<file path="src/rtl/adder_arbiter_pkg.sv">
// Shared defaults and tag type for the adder arbiter.
// The tag id width follows the default requester count.
package adder_arbiter_pkg;

   localparam int unsigned NUM_REQ_DEF = 4;
   localparam int unsigned ADD_LAT_DEF = 7;
   localparam int unsigned MAX_OUT_DEF = 4;
   localparam int unsigned ID_W        = $clog2(NUM_REQ_DEF);

   typedef struct packed {
      logic            vld;
      logic [ID_W-1:0] id;
   } tag_t;

endpackage

</file>
<file path="src/rtl/adder_arbiter_if.sv">
// Requester-side bus of the adder arbiter: per-requester operands in, tagged responses out.
interface adder_arbiter_if
   import adder_arbiter_pkg::*;
#(
   parameter int unsigned NUM_REQ = NUM_REQ_DEF
);
   localparam int unsigned IdW = $clog2(NUM_REQ);

   logic [NUM_REQ-1:0]       req_valid;
   logic [NUM_REQ-1:0]       req_ready;
   logic [NUM_REQ-1:0][31:0] req_a;
   logic [NUM_REQ-1:0][31:0] req_b;
   logic [NUM_REQ-1:0]       req_ci;
   logic                     rsp_valid;
   logic [IdW-1:0]           rsp_id;
   logic [31:0]              rsp_s;
   logic                     rsp_co;

   modport master (
      output req_valid, req_a, req_b, req_ci,
      input  req_ready, rsp_valid, rsp_id, rsp_s, rsp_co
   );

   modport slave (
      input  req_valid, req_a, req_b, req_ci,
      output req_ready, rsp_valid, rsp_id, rsp_s, rsp_co
   );

endinterface

</file>
<file path="src/rtl/adder_arbiter_rr_arbiter.sv">
// Round-robin arbiter; the pointer names the highest-priority requester
// and moves past the winner only when the grant is taken.
module adder_arbiter_rr_arbiter #(
   parameter int unsigned NUM_REQ = 4,
   localparam int unsigned IdW    = $clog2(NUM_REQ)
) (
   input  logic               clk,
   input  logic               rst,
   input  logic [NUM_REQ-1:0] eligible,
   input  logic               advance,
   output logic [NUM_REQ-1:0] gnt,
   output logic [IdW-1:0]     gnt_idx,
   output logic               any_gnt
);

   logic [IdW-1:0] ptr_q;

   always_comb begin
      int unsigned idx;
      gnt     = '0;
      gnt_idx = '0;
      any_gnt = 1'b0;
      idx     = 0;
      for (int unsigned k = 0; k < NUM_REQ; k++) begin
         idx = 32'(ptr_q) + k;
         if (idx >= NUM_REQ) idx = idx - NUM_REQ;
         if (!any_gnt && eligible[idx]) begin
            any_gnt  = 1'b1;
            gnt[idx] = 1'b1;
            gnt_idx  = IdW'(idx);
         end
      end
   end

   always_ff @(posedge clk or posedge rst) begin
      if (rst) begin
         ptr_q <= '0;
      end else if (advance) begin
         ptr_q <= (gnt_idx == IdW'(NUM_REQ - 1)) ? '0 : gnt_idx + 1'b1;
      end
   end

endmodule

</file>
<file path="src/rtl/adder_arbiter.sv">
// Shares one free-running pipelined adder among NUM_REQ requesters, with a tag pipe
// aligned to the adder latency and per-requester credit counters.
module adder_arbiter
   import adder_arbiter_pkg::*;
#(
   parameter int unsigned NUM_REQ = NUM_REQ_DEF,
   parameter int unsigned ADD_LAT = ADD_LAT_DEF,
   parameter int unsigned MAX_OUT = MAX_OUT_DEF
) (
   input  logic            clk,
   input  logic            rst,
   adder_arbiter_if.slave  bus,
   output logic [31:0]     add_a,
   output logic [31:0]     add_b,
   output logic            add_ci,
   input  logic [31:0]     add_s,
   input  logic            add_co,
   output logic            busy
);

   localparam int unsigned IdW    = $clog2(NUM_REQ);
   localparam logic [3:0]  MaxOut = 4'(MAX_OUT);

   logic [NUM_REQ-1:0] eligible;
   logic [NUM_REQ-1:0] gnt;
   logic [IdW-1:0]     gnt_idx;
   logic               any_gnt;
   logic               hs;

   logic [3:0] cnt_q [NUM_REQ];
   logic [3:0] cnt_d [NUM_REQ];
   tag_t       tag_q [ADD_LAT];
   tag_t       tail;

   logic           rsp_valid_q;
   logic [IdW-1:0] rsp_id_q;
   logic [31:0]    rsp_s_q;
   logic           rsp_co_q;

   always_comb begin
      for (int unsigned i = 0; i < NUM_REQ; i++) begin
         eligible[i] = bus.req_valid[i] && (cnt_q[i] < MaxOut);
      end
   end

   adder_arbiter_rr_arbiter #(
      .NUM_REQ (NUM_REQ)
   ) u_rr (
      .clk      (clk),
      .rst      (rst),
      .eligible (eligible),
      .advance  (hs),
      .gnt      (gnt),
      .gnt_idx  (gnt_idx),
      .any_gnt  (any_gnt)
   );

   // Ready is forced low while reset is held so nothing is accepted into a clearing pipe.
   assign hs            = any_gnt & ~rst;
   assign bus.req_ready = rst ? '0 : gnt;

   always_comb begin
      add_a  = '0;
      add_b  = '0;
      add_ci = 1'b0;
      if (hs) begin
         add_a  = bus.req_a[gnt_idx];
         add_b  = bus.req_b[gnt_idx];
         add_ci = bus.req_ci[gnt_idx];
      end
   end

   assign tail = tag_q[ADD_LAT-1];

   // Issue and retire on the same requester cancel out.
   always_comb begin
      for (int unsigned i = 0; i < NUM_REQ; i++) begin
         cnt_d[i] = cnt_q[i];
         if (hs && gnt[i]) cnt_d[i] = cnt_d[i] + 4'd1;
         if (tail.vld && tail.id == ID_W'(i)) cnt_d[i] = cnt_d[i] - 4'd1;
      end
   end

   always_ff @(posedge clk or posedge rst) begin
      if (rst) begin
         for (int unsigned i = 0; i < NUM_REQ; i++) cnt_q[i] <= '0;
         for (int unsigned k = 0; k < ADD_LAT; k++) tag_q[k] <= '0;
         rsp_valid_q <= 1'b0;
         rsp_id_q    <= '0;
         rsp_s_q     <= '0;
         rsp_co_q    <= 1'b0;
      end else begin
         for (int unsigned i = 0; i < NUM_REQ; i++) cnt_q[i] <= cnt_d[i];
         tag_q[0].vld <= hs;
         tag_q[0].id  <= hs ? ID_W'(gnt_idx) : '0;
         for (int unsigned k = 1; k < ADD_LAT; k++) tag_q[k] <= tag_q[k-1];
         rsp_valid_q <= tail.vld;
         if (tail.vld) begin
            rsp_id_q <= IdW'(tail.id);
            rsp_s_q  <= add_s;
            rsp_co_q <= add_co;
         end
      end
   end

   assign bus.rsp_valid = rsp_valid_q;
   assign bus.rsp_id    = rsp_id_q;
   assign bus.rsp_s     = rsp_s_q;
   assign bus.rsp_co    = rsp_co_q;

   always_comb begin
      busy = rsp_valid_q;
      for (int unsigned k = 0; k < ADD_LAT; k++) busy = busy | tag_q[k].vld;
   end

endmodule

</file>
<file path="src/flat_wrapper.sv">
// flat-port wrapper written by rule: the top's interface ports become plain ports
module adder_arbiter_flat import adder_arbiter_pkg::*;
#(
   parameter int unsigned NUM_REQ = NUM_REQ_DEF,
   parameter int unsigned ADD_LAT = ADD_LAT_DEF,
   parameter int unsigned MAX_OUT = MAX_OUT_DEF
)
  (clk, rst, add_a, add_b, add_ci, add_s, add_co, busy, bus_req_valid, bus_req_a, bus_req_b, bus_req_ci, bus_req_ready, bus_rsp_valid, bus_rsp_id, bus_rsp_s, bus_rsp_co);
  adder_arbiter_if #(.NUM_REQ(NUM_REQ)) bus_i ();
  input  logic clk;
  input  logic rst;
  output logic [31:0] add_a;
  output logic [31:0] add_b;
  output logic add_ci;
  input  logic [31:0] add_s;
  input  logic add_co;
  output logic busy;
  input wire logic [$bits(bus_i.req_valid)-1:0] bus_req_valid;
  input wire logic [$bits(bus_i.req_a)-1:0] bus_req_a;
  input wire logic [$bits(bus_i.req_b)-1:0] bus_req_b;
  input wire logic [$bits(bus_i.req_ci)-1:0] bus_req_ci;
  output wire logic [$bits(bus_i.req_ready)-1:0] bus_req_ready;
  output wire logic [$bits(bus_i.rsp_valid)-1:0] bus_rsp_valid;
  output wire logic [$bits(bus_i.rsp_id)-1:0] bus_rsp_id;
  output wire logic [$bits(bus_i.rsp_s)-1:0] bus_rsp_s;
  output wire logic [$bits(bus_i.rsp_co)-1:0] bus_rsp_co;
  assign bus_i.req_valid = bus_req_valid;
  assign bus_i.req_a = bus_req_a;
  assign bus_i.req_b = bus_req_b;
  assign bus_i.req_ci = bus_req_ci;
  assign bus_req_ready = bus_i.req_ready;
  assign bus_rsp_valid = bus_i.rsp_valid;
  assign bus_rsp_id = bus_i.rsp_id;
  assign bus_rsp_s = bus_i.rsp_s;
  assign bus_rsp_co = bus_i.rsp_co;
  adder_arbiter #(.NUM_REQ(NUM_REQ), .ADD_LAT(ADD_LAT), .MAX_OUT(MAX_OUT)) u_core (.clk(clk), .rst(rst), .bus(bus_i), .add_a(add_a), .add_b(add_b), .add_ci(add_ci), .add_s(add_s), .add_co(add_co), .busy(busy));
endmodule
</file>
<file path="config.mk">
export PLATFORM = sky130hd
export DESIGN_NAME = adder_arbiter_flat
export DESIGN_NICKNAME = d
export VERILOG_FILES = /design/src/rtl/adder_arbiter_pkg.sv /design/src/rtl/adder_arbiter_if.sv /design/src/rtl/adder_arbiter_rr_arbiter.sv /design/src/rtl/adder_arbiter.sv /design/src/flat_wrapper.sv
export SDC_FILE = /design/constraint.sdc
export NUM_CORES = 1
export LEC_CHECK = 0
export BUFFER_PORTS_ARGS = -buffer_cell sky130_fd_sc_hd__buf_4
export CAP_MARGIN = 20
export CELL_PAD_IN_SITES_DETAIL_PLACEMENT = 2
export CELL_PAD_IN_SITES_GLOBAL_PLACEMENT = 2
export CORE_UTILIZATION = 24
export CTS_CLUSTER_DIAMETER = 30
export DETAILED_ROUTE_END_ITERATION = 10
export GPL_TIMING_DRIVEN = 0
export HOLD_SLACK_MARGIN = 0.15
export PLACE_DENSITY = 0.85
export SYNTH_ARGS = -nofsm -noshare
export SYNTH_HDL_FRONTEND = slang
export SYNTH_SLANG_ARGS = --single-unit
</file>
<file path="constraint.sdc">
create_clock -name clk -period 8.19 [get_ports clk]
set_input_delay 2.457 -clock clk [delete_from_list [all_inputs] [get_ports clk]]
set_output_delay 2.457 -clock clk [all_outputs]
set_load 0.005 [all_outputs]
</file>
==> After elaboration in Yosys (flattened, before gate mapping) <==
Index checks and enable logic that the tools add are counted.
{ "op_classes": {"addsub": 16, "order_cmp": 17, "eq_ne": 4, "mux": 52, "n_bitwise": 12, "reduce_logical": 23} }
{ "ops": {"columns": ["cell", "n"], "rows": [
  ["$mux W32", 8],
  ["$bmux W32 S2", 2],
  ["$ge A32 B1 Y1 const B", 4],
  ["$lt A32 B3 Y1 const B", 4],
  ["$mux W4", 13],
  ["$logic_and A1 B1 Y1", 19],
  ["$add A4 B1 Y4 const B", 4],
  ["$lt A4 B3 Y1 const B", 4],
  ["$sub A4 B1 Y4 const B", 4],
  ["$mux W1", 14],
  ["$mux W2", 6],
  ["$or A4 B4 Y4", 3],
  ["$sub A3 B3 Y4 const B", 3],
  ["$bmux W1 S2", 5],
  ["$ge A3 B3 Y1 const B", 3],
  ["$demux W1 S2", 4],
  ["$or A1 B1 Y1", 7],
  ["$add A2 B2 Y3 const B", 2],
  ["$eq A2 B2 Y1 const B", 3],
  ["$sub A2 B3 Y4 const B", 1],
  ["$add A2 B1 Y3 const B", 1],
  ["$ge A2 B3 Y1 const B", 1],
  ["$logic_not A1 Y1", 3],
  ["$lt A2 B3 Y1 const B", 1],
  ["other kinds (5)", 5]
]} }
{ "totals": {"ff_bits": 75, "input_bits": 299, "output_inout_bits": 106, "word_cells": 147} }

==> Logic depth before layout (Yosys ltp) <==
{ "depth": {"ltp_word": 19, "depth_mapped": 13, "ltp_nobuf": 12} }

==> By module <==
From an unflattened synthesis, not the netlist that was laid out.
{ "hier_totals": {"cells_unflattened": 414, "hier_area_um2": 5500.3} }
{ "by_module_without_submodules": {"columns": ["module", "instances", "cells_per_inst", "area_each_um2", "seq_area_each_um2"], "rows": [
  ["adder_arbiter", 1, 352, 4924.7, 1826.8],
  ["adder_arbiter_rr_arbiter", 1, 62, 575.6, 50.0]
]} }

==> Worst setup path before layout <==
Ideal clock, no wire load.
{ "synth_timing": {"path_kind": "input-to-output", "start": "in rst", "end": "out add_a[23]", "t_arrival_ns": 5.351, "required_time_ns": 5.733, "setup_slack_ns": 0.382, "cell_stages": 7, "n_path_buf": 3, "cell_sequence": "inv_1 > o31ai_2 > inv_2 > buf_2 > clkbuf_1 > clkbuf_1 > and2_1"} }
{ "synth_via": {"elab_chain_cells": 3} }
{ "synth_lines": {"columns": ["item", "line", "source"], "rows": [
  ["start, declared", "flat_wrapper.sv:11", "input logic rst;"],
  ["$not A1 Y1", "adder_arbiter.sv:59", "assign hs = any_gnt & ~rst;"],
  ["$and A1 B1 Y1", "adder_arbiter.sv:59", null],
  ["$mux W32", "adder_arbiter.sv:66", "if (hs) begin"],
  ["end, declared", "flat_wrapper.sv:12", "output logic [31:0] add_a;"]
]} }
Every way passes these cells.

==> Worst setup path after layout <==
{ "layout_timing": {"start": "in bus_req_valid[1]", "end": "out add_b[0]"} }
{ "layout_via": {"elab_chain_cells": 16, "elab_cells_between_ends": 27, "classes_between": "19 x mux; 1 x bitwise; 7 x reduce/logical"} }
{ "layout_lines": {"columns": ["item", "line", "source"], "rows": [
  ["start, declared", "flat_wrapper.sv:18", "input wire logic [$bits(bus_i.req_valid)-1:0] bus_req_valid;"],
  ["$logic_and A1 B1 Y1 (*)", "adder_arbiter.sv:42", "eligible[i] = bus.req_valid[i] && (cnt_q[i] < MaxOut);"],
  ["$bmux W1 S2", "adder_arbiter_rr_arbiter.sv:27", "if (!any_gnt && eligible[idx]) begin"],
  ["$mux W1 (not written as such)", "adder_arbiter_rr_arbiter.sv:27", null],
  ["$mux W1", "adder_arbiter_rr_arbiter.sv:27", null],
  ["$logic_not A1 Y1", "adder_arbiter_rr_arbiter.sv:27", null],
  ["$logic_and A1 B1 Y1", "adder_arbiter_rr_arbiter.sv:27", null],
  ["$mux W1", "adder_arbiter_rr_arbiter.sv:27", null],
  ["$logic_not A1 Y1", "adder_arbiter_rr_arbiter.sv:27", null],
  ["$logic_and A1 B1 Y1", "adder_arbiter_rr_arbiter.sv:27", null],
  ["$mux W1", "adder_arbiter_rr_arbiter.sv:27", null],
  ["$logic_not A1 Y1", "adder_arbiter_rr_arbiter.sv:27", null],
  ["$logic_and A1 B1 Y1", "adder_arbiter_rr_arbiter.sv:27", null],
  ["$mux W2", "adder_arbiter_rr_arbiter.sv:27", null],
  ["$bmux W32 S2", "adder_arbiter.sv:68", "add_b = bus.req_b[gnt_idx];"],
  ["$mux W32 (not written as such)", "adder_arbiter.sv:68", null],
  ["$mux W32 (*)", "adder_arbiter.sv:66", null],
  ["end, declared", "flat_wrapper.sv:13", "output logic [31:0] add_b;"]
]} }
Every way passes the cells marked *; elsewhere a longest branch is shown, timed or not. The select of a mux whose other input is x is not followed.

==> metrics.txt <==
CP Class=input port to output pin; remaining global-route overflow=0; number of synthesized register bits=75; Starting DRT DRC Count=193; most common cell after layout, fill and taps aside=buf_4; Sw Ratio=40.3%; final-report max-slew violation count=0; Area after DPL=9180 um2; DR WL/cell=25.2 um; Int Power=2150 uW; prevailing post-synth register cell=dfrtp_1; most frequent cells in the layout=buf_4 (408), dfrtp_1 (75), mux4_2 (67), and2_1 (66), mux2_2 (34); first-pass GRT wire length=43200 um; Synthesized Nets=766; Yosys warning count=0; router iterations before antenna repair=4; endpoint type of the worst setup path=output pin; ys async rst share=100%; Netlist cell types=48; clock latency at the later pin of the worst-skew pair=330 ps; fin nets=1182; Core ar.=23400 um2; post-layout min period=7770 ps; GRT met1 Usage=27.4%; post-CTS setup buffer count=0; clock power share=11.8%; Ports=405; clock skew=7.00 ps; met2 usage=42.8%; initial antenna violation count=3; Post-Route WL=30100 um; status=finished, final reports clean; Die W=156 um; die area=24400 um2; Die Y=156 um; fin area=9510 um2; post_cts resized=0; dpl hpwl=25800 um; cts hold-fix bufs=0; Hold/Removal Path Class=flip-flop to flip-flop; CP Launch Type=input port; critical path data arrival time=5310 ps; Syn Inst Count=451; row cnt=56; Post-synth EDFFs=0; Seq pwr share=19.6%; final core utilization=40.6%; clk slew on worst S/H paths=60 ps; RSZ-0062 raised after global routing=false; antenna-violating nets left=0; via count=5723; Max VDD drop=0.139 mV; vias in the first global route=6636; clock root cell=clkbuf_16; PD cells=379 nW/um2; total net switching power=1450 uW; Routability Congestion=0.903; final setup fails=0; crit-path max FO=10; Total GRT Usage=24.7%; Area Overhead vs Synth=66.3%; mapped cell area=5720 um2; DRC Markers=0; via density per instance=4.79; share of post-route cells with drive strength above 1=64.4%; number of I/O port buffers=404; met3 Use GR=10.3%; combinational group share of total power=68.6%; sequential share of the synthesized area=32.8%; Max Root-Sink Buffers=2; CTS H-Tree Depth=3; CTS tree=yes; Fin. Hold Viols=0; Sink Count=75; maximum number of pins on one net before global-route repair=46; syn_area_per_cell=12.7 um2; max_slew headroom=44.2%; Worst Path Required=5730 ps; Leak=0.00437 uW; Setup TNS=0 ps; # Max-Cap Violations=0; initial core utilization=24.4%; fin crit share=94.9%; Max Fclk=129 MHz; TritonCTS Buffers=9; GR peak layer=met2; slew at the pin closest to its max-slew limit=836 ps
through the flow:
stage	power, uW	setup WS (ps)	hold WS [ps]	std cells
after detailed placement	3190	290	338	1175
after global routing	3860	45.8	360	1194
after global placement	3080	-1210	332	1174
after CTS	3650	289	350	1191
after floorplan	2210	382	331	451
final	3610	421	348	1194
area by class of cell:
class | count | area [um2]
Multi-Input combinational cell | 331 | 3620
Antenna cell | 3 | 7.51
Tap cell | 319 | 399
Buffer | 31 | 171
Fill cell | 2495 | 13900
Clock inverter | 4 | 73.8
Clock buffer | 12 | 246
Sequential cell | 75 | 1880
Timing Repair Buffer | 405 | 3060
Inverter | 14 | 55.1
power groups by stage:
stage / clock (uW) / combinational, uW / sequential [uW]
floorplan: 0 / 1540 / 670
global placement: 0 / 2390 / 685
detailed placement: 0 / 2480 / 713
CTS: 435 / 2510 / 711
global route: 448 / 2680 / 734
finish: 424 / 2470 / 708
cells by family (layout without fill, tap and decap cells):
logic type	count (synthesis)	after routing	synth area share [%]
and+or+nand+nor	130	130	13.3
muxes	119	119	36.4
DFF	75	75	32.8
AOI/OAI and AO/OA	45	45	6.89
buffers and inverters	45	466	3.92
xor gates and xnor gates	21	21	3.22
adders and majority gates	16	16	3.50
other	0	3	0
worst max-delay path, cell delays in order:
cell and delay (ps):
buf_4 100, nor3b_1 540, nor3_1 90, o21ai_1 140
o21a_1 130, buf_4 180, o21ai_1 90, o21ai_1 390
buf_4 300, buf_6 200, mux4_2 360, and2_1 190
buf_4 130
path summary, 6_finish.rpt:
path	from	to	slack [ps]	cells after the start
hold reg to reg	u_core.tag_q[16]$_DFF_PP0_	u_core.tag_q[13]$_DFF_PP0_	350	0
min in group asynchronous	rst	u_core.cnt_q[3]$_DFF_PP0_	2140	2
setup reg to reg	u_core.u_rr.ptr_q[1]$_DFFE_PP0P_	u_core.cnt_q[14]$_DFF_PP0_	4580	13
setup / recovery	bus_req_valid[1]	add_b[0]	420	13
max in group asynchronous	rst	u_core.tag_q[4]$_DFF_PP0_	5460	3
hold / removal	u_core.tag_q[16]$_DFF_PP0_	u_core.tag_q[13]$_DFF_PP0_	350	0
cell usage after synthesis, types with 5 or more instances:
master	count	area share (%)
nand2_1	22	1.4
nand3_1	8	0.70
buf_2	8	0.70
o21ai_1	6	0.53
xor2_1	5	0.77
and2_1	66	7.2
nor2_1	10	0.66
clkbuf_1	12	0.79
mux4_2	67	26
mux2i_1	13	2.3
mux2_2	34	6.7
a31oi_1	5	0.55
inv_1	11	0.72
dfrtp_1	75	33
xnor2_1	16	2.5
ha_1	16	3.5
state kept, by name (all words and copies together) (netlist names), named ones only:
name and count:
u_core.tag_q 21, u_core.bus.rsp_id 2, u_core.cnt_q 16, u_core.bus.rsp_valid 1
u_core.bus.rsp_co 1, u_core.bus.rsp_s 32, u_core.u_rr.ptr_q 1
metal layers:
metal | routed length [um] | share of wire, %
met1 | 10900 | 36
met2 | 15000 | 50
met3 | 3390 | 11
met4 | 820 | 2.7
met5 | 0 | 0
Note: power is estimated with default switching activity, not from simulation.
